File: src/rtl/dtc_pkg.sv
// Shared state type, code widths and {coarse, fine} field helpers for the DTC edge generator.
package dtc_pkg;
   localparam int COARSE_W = 8;
   localparam int FINE_W   = 2;
   localparam int CODE_W   = COARSE_W + FINE_W;

   typedef enum logic [1:0] {
      ST_IDLE,
      ST_ARMED,
      ST_COUNT,
      ST_FIRE
   } dtc_state_t;

   function automatic logic [COARSE_W-1:0] code_coarse(input logic [CODE_W-1:0] code);
      return code[CODE_W-1:FINE_W];
   endfunction

   function automatic logic [FINE_W-1:0] code_fine(input logic [CODE_W-1:0] code);
      return code[FINE_W-1:0];
   endfunction
endpackage

File: src/rtl/dtc_code_buf.sv
// One-entry holding register for the next delay code.
// Latency: push visible as q_vld one cycle after the accepting edge.
// Backpressure: push_rdy low while the entry is full or reset is asserted.
module dtc_code_buf #(
   parameter int W = 10
) (
   input  logic         dco_clk,
   input  logic         reset,
   input  logic         push_vld,
   output logic         push_rdy,
   input  logic [W-1:0] push_dat,
   input  logic         pop,
   output logic         q_vld,
   output logic [W-1:0] q_dat
);
   assign push_rdy = ~q_vld & ~reset;

   always_ff @(posedge dco_clk) begin
      if (reset) begin
         q_vld <= 1'b0;
         q_dat <= '0;
      end else if (push_vld && push_rdy) begin
         q_vld <= 1'b1;
         q_dat <= push_dat;
      end else if (pop) begin
         q_vld <= 1'b0;
      end
   end
endmodule

File: src/rtl/dtc_edge_gen.sv
// Delayed edge generator: trig -> edge_out after coarse+1 cycles, with fine tap select. Macro DTC_AUTORELOAD_EN keeps the code after firing.
// Latency: edge_out high in cycle T+coarse+1 for a trig sampled in cycle T.
// Backpressure: code_ready low while the next-code slot is occupied.
module dtc_edge_gen #(
   parameter int COARSE_W = 8,
   parameter int FINE_W   = 2
) (
   input  logic                       dco_clk,
   input  logic                       reset,
   input  logic [COARSE_W+FINE_W-1:0] code,
   input  logic                       code_valid,
   output logic                       code_ready,
   input  logic                       trig,
   output logic                       edge_out,
   output logic [FINE_W-1:0]          fine_sel,
   output logic                       busy,
   output logic                       overrun,
   output logic                       miss,
   input  logic                       err_clr
);
   import dtc_pkg::*;

   localparam int CW = COARSE_W + FINE_W;

   dtc_state_t          state;
   logic [COARSE_W-1:0] cnt;
   logic [CW-1:0]       act_dat;
   logic [CW-1:0]       nxt_dat;
   logic                nxt_vld;
   logic                code_acc;
   logic                buf_push;
   logic                buf_pop;
   logic [COARSE_W-1:0] act_coarse;
   logic [FINE_W-1:0]   act_fine;

   assign act_coarse = act_dat[CW-1:FINE_W];
   assign act_fine   = act_dat[FINE_W-1:0];
   assign code_acc   = code_valid & code_ready;
   // Codes arriving in IDLE or FIRE bypass the queue and land straight in active.
   assign buf_push   = code_valid & ((state == ST_ARMED) | (state == ST_COUNT));
   assign buf_pop    = (state == ST_FIRE) & nxt_vld;

   dtc_code_buf #(
      .W (CW)
   ) u_code_buf (
      .dco_clk  (dco_clk),
      .reset    (reset),
      .push_vld (buf_push),
      .push_rdy (code_ready),
      .push_dat (code),
      .pop      (buf_pop),
      .q_vld    (nxt_vld),
      .q_dat    (nxt_dat)
   );

   always_ff @(posedge dco_clk) begin
      if (reset) begin
         state    <= ST_IDLE;
         cnt      <= '0;
         act_dat  <= '0;
         edge_out <= 1'b0;
         fine_sel <= '0;
         busy     <= 1'b0;
         overrun  <= 1'b0;
         miss     <= 1'b0;
      end else begin
         case (state)
            ST_IDLE: begin
               if (code_acc) begin
                  act_dat <= code;
                  state   <= ST_ARMED;
               end
            end
            ST_ARMED: begin
               if (trig) begin
                  cnt  <= act_coarse;
                  busy <= 1'b1;
                  if (act_coarse == '0) begin
                     state    <= ST_FIRE;
                     edge_out <= 1'b1;
                     fine_sel <= act_fine;
                  end else begin
                     state <= ST_COUNT;
                  end
               end
            end
            ST_COUNT: begin
               // Countdown stops at 1, so the counter can never wrap.
               if (cnt > COARSE_W'(1)) begin
                  cnt <= cnt - 1'b1;
               end else begin
                  state    <= ST_FIRE;
                  edge_out <= 1'b1;
                  fine_sel <= act_fine;
               end
            end
            ST_FIRE: begin
               edge_out <= 1'b0;
               fine_sel <= '0;
               busy     <= 1'b0;
               if (nxt_vld) begin
                  act_dat <= nxt_dat;
                  state   <= ST_ARMED;
               end else if (code_acc) begin
                  act_dat <= code;
                  state   <= ST_ARMED;
               end else begin
`ifdef DTC_AUTORELOAD_EN
                  state <= ST_ARMED;
`else
                  state <= ST_IDLE;
`endif
               end
            end
            default: state <= ST_IDLE;
         endcase

         // Clear first so a same-cycle set takes priority.
         if (err_clr) begin
            overrun <= 1'b0;
            miss    <= 1'b0;
         end
         if (trig && ((state == ST_COUNT) || (state == ST_FIRE))) overrun <= 1'b1;
         if (trig && (state == ST_IDLE)) miss <= 1'b1;
      end
   end
endmodule

File: config.mk
export PLATFORM = sky130hd
export DESIGN_NAME = dtc_edge_gen
export DESIGN_NICKNAME = d
export VERILOG_FILES = /design/src/rtl/dtc_pkg.sv /design/src/rtl/dtc_code_buf.sv /design/src/rtl/dtc_edge_gen.sv
export SDC_FILE = /design/constraint.sdc
export NUM_CORES = 1
export LEC_CHECK = 0
export CORE_MARGIN = 5
export CORE_UTILIZATION = 45
export CTS_CLUSTER_SIZE = 40
export DETAILED_ROUTE_END_ITERATION = 16
export GPL_TIMING_DRIVEN = 0
export HOLD_SLACK_MARGIN = 0.12
export PLACE_DENSITY = 0.76
export SETUP_SLACK_MARGIN = 0.15
export SYNTH_ARGS = -nofsm -noshare
export SYNTH_HDL_FRONTEND = slang
export SYNTH_SLANG_ARGS = --single-unit
File: constraint.sdc
create_clock -name dco_clk -period 4.3 [get_ports dco_clk]
set_clock_uncertainty 0.05 [all_clocks]
set_input_delay 0.645 -clock dco_clk [delete_from_list [all_inputs] [get_ports dco_clk]]
set_output_delay 0.645 -clock dco_clk [all_outputs]
set_load 0.1 [all_outputs]
==> summary.md <==
| Metric | Value |
|---|---|
| Seq/Total Area, Yosys | `38.74%` |
| CP required | `3610 ps` |
| Total CTS buffers | `5` |
| Fin. max-slew vios | `0` |
| CP Max Fanout | `10` |
| CTS tree | `built` |
| Router iterations before antenna repair | `4` |
| Syn Area/Cell | `8.170 um2` |
| Largest cells by area after synthesis | `dfxtp_1 (39%), nand2_1 (7.5%), a21oi_1 (5.8%)` |
| Design area | `2265 um2` |
| Cells along the critical path | `buf_2 > nor2_1 > clkdlybuf4s50_1` |
| Htree depth | `2` |
| Number of DRC markers in iteration 0 | `117` |
| Vias per cell | `5.593` |
| DRC violations left | `0` |
| Worst r2r path cells | `6` |
| Diodes inserted | `0` |
| WS Path Type | `in -> out` |
| Post-Synthesis Cells | `234` |
| Worst slew pin tran | `969.3 ps` |
| Worst Hold Depth | `2` |
| Critical path capture point type | `output port` |
| Final nets | `283` |
| Total GRT Usage | `17.35%` |
| Tcrit/Tclk final | `65.89%` |
| First-pass GRT wire length | `7541 um` |
| Most instantiated cells after synthesis | `nand2_1 (38), dfxtp_1 (37), a21oi_1 (22), nor2_1 (17), nand3_1 (14)` |
| Worst Path Arrival | `2140 ps` |
| Clock slew at reported path FFs | `80 ps` |
| Syn_nets | `256` |
| Post-synth cell types | `37` |
| Die area | `5652 um2` |
| # port buffers | `20` |
| Fraction of layout cells with a size suffix above 1 | `8.779%` |
| I/O pin count | `22` |
| # clock sinks | `37` |
| Final Non-Filler Cells | `312` |
| RSZ-0062 raised after global routing | `no` |
| Largest net degree at the start of global routing | `14` |
| Peak supply drop | `0.0003087 V` |
| Total core area | `4058 um2` |
| Cell taking the most area after synthesis | `dfxtp_1` |
| Final setup vio count | `0` |
| Skew-Pair Late Insertion Delay | `300 ps` |
| Synth Register Bits | `37` |
| Setup TNS | `0 ps` |
| Worst R2R Start | `cnt[0]` |
| Die span in x | `75.18 um` |
| Num rows | `23` |
| Final setup margin | `1467 ps` |
| Hold path endpoint | `u_code_buf.q_dat[7]` |
| Worst setup SP type | `input port` |
| Ys async rst share | `0%` |
| Die Y | `75.18 um` |
| RD Place Congestion | `0.8829` |
| HPWL Detailed | `3136 um` |
| Count leader, synth | `nand2_1` |
| Yosys warns | `0` |
| Layout area overhead | `18.46%` |
| Crit path largest cell delay | `1170 ps` |
| CTS Root Cell | `clkbuf_8` |
| Placed cell area | `2175 um2` |
| Post-CTS sizing | `0` |
| Mapped Area | `1912 um2` |
| Hold_buf cts | `0` |
| Setup slack at placement | `1472 ps` |
| DR WL/cell | `14.14 um` |
| Overall power | `1.302 mW` |
| Via Count | `1745` |
| HP Class | `reg -> reg` |
| Crit Reg-Reg Endpoint | `state[0]` |
| Share of the synthesized area in the top cell type | `38.74%` |
| Status | `completed` |
| Initial Util | `47.12%` |
| Final Core Density | `55.81%` |
| Hold path startpoint | `u_code_buf.q_dat[7]` |
| Slowest cell on crit path | `clkdlybuf4s50_1` |
| Worst slew margin | `35.18%` |
| FF-to-FF setup slack | `2250 ps` |
| Crit path time final | `2833 ps` |
| Final hold viol count | `0` |
| Final wirelength | `4411 um` |
| Setup bufs post-CTS | `0` |
| Number of flops mapped to enable cells by yosys | `0` |
| Hold slack | `409.4 ps` |
| Power Dens Cells | `575.0 nW/um2` |
| Detail Route Antenna Nets | `0` |
| GRT Residual Overflow | `0` |
| Max-cap violations | `0` |
| Initial antenna violation count | `0` |
| Longest Clk Path Bufs | `2` |
| Leak Pwr | `0.7959 nW` |
| FMAX | `353.0 MHz` |
| # fillers | `401` |
| Vias in the first global route | `1607` |
| Ys flop type | `dfxtp_1` |
| Cells after DPL | `304` |
## critical path: cells and delay by family
kind,cells,cell delay (ps)
buf+inv,2,1320
simple gates,1,170
## worst max path at each step
stage                from                   to  cells after the start
floorplan           reset  u_code_buf.q_dat[0]                      6
global placement    reset           code_ready                      3
detailed placement  reset           code_ready                      3
CTS                 reset           code_ready                      3
global route        reset           code_ready                      3
finish              reset           code_ready                      3
## flip-flops by register name, summed over array words and instances, names as in the netlist
name	flops
act_dat	10
busy	1
cnt	8
edge_out	1
fine_sel	2
miss	1
overrun	1
state	2
u_code_buf.q_dat	10
u_code_buf.q_vld	1
## report_power, final
part | leakage [nW] | switching, mW | internal (mW) | total (mW)
clock network | 0.0445 | 0.137 | 0.115 | 0.252
logic | 0.450 | 0.375 | 0.216 | 0.590
registers | 0.301 | 0.0524 | 0.408 | 0.460
## cells by family (layout without fill, tap and decap cells)
| family | count (synthesis) | count (layout) | synth area share, % |
|---|---|---|---|
| simple gates | 103 | 103 | 27.09 |
| buf+inv | 21 | 49 | 4.385 |
| compound gates | 58 | 58 | 20.62 |
| mux | 8 | 8 | 4.581 |
| fa+ha+maj | 7 | 7 | 4.581 |
| flops | 37 | 37 | 38.74 |
## routing by layer
metal / vias up / GRT usage, % / routed length (um)
met1: 809 / 23.25 / 2016
met2: 47 / 27.85 / 2071
met3: 8 / 3.471 / 243
li1: 881 / - / -
met4: 0 / 6.019 / 80
met5: - / 0 / 0
## area by class of cell
| cell class | instances | area [um2] | area share [%] |
|---|---|---|---|
| clock inverters | 3 | 21.27 | 0.9392 |
| clock buffers | 5 | 68.82 | 3.039 |
| multi-input cells | 176 | 1087 | 48.01 |
| plain buffers | 15 | 61.31 | 2.707 |
| inverters | 6 | 22.52 | 0.9945 |
| well taps | 50 | 62.56 | 2.762 |
| repair buffers | 20 | 200.2 | 8.840 |
| flip-flops and latches | 37 | 740.7 | 32.71 |
## cells in the final DEF (no fill, tap or decap), types with 2 or more instances in the layout
master	count
a21boi_0	3
a21oi_1	22
a311oi_1	10
a31oi_1	2
a41oi_1	2
and3_1	2
buf_2	4
clkbuf_1	11
clkbuf_8	5
clkdlybuf4s50_1	20
dfxtp_1	37
ha_1	7
inv_1	6
mux2_2	2
mux2i_1	5
nand2_1	38
nand2b_1	9
nand3_1	14
nand3b_1	4
nor2_1	17
nor2b_1	7
nor4_1	4
o21ai_0	11
or2_2	2
Note: power is estimated with default switching activity, not from simulation.
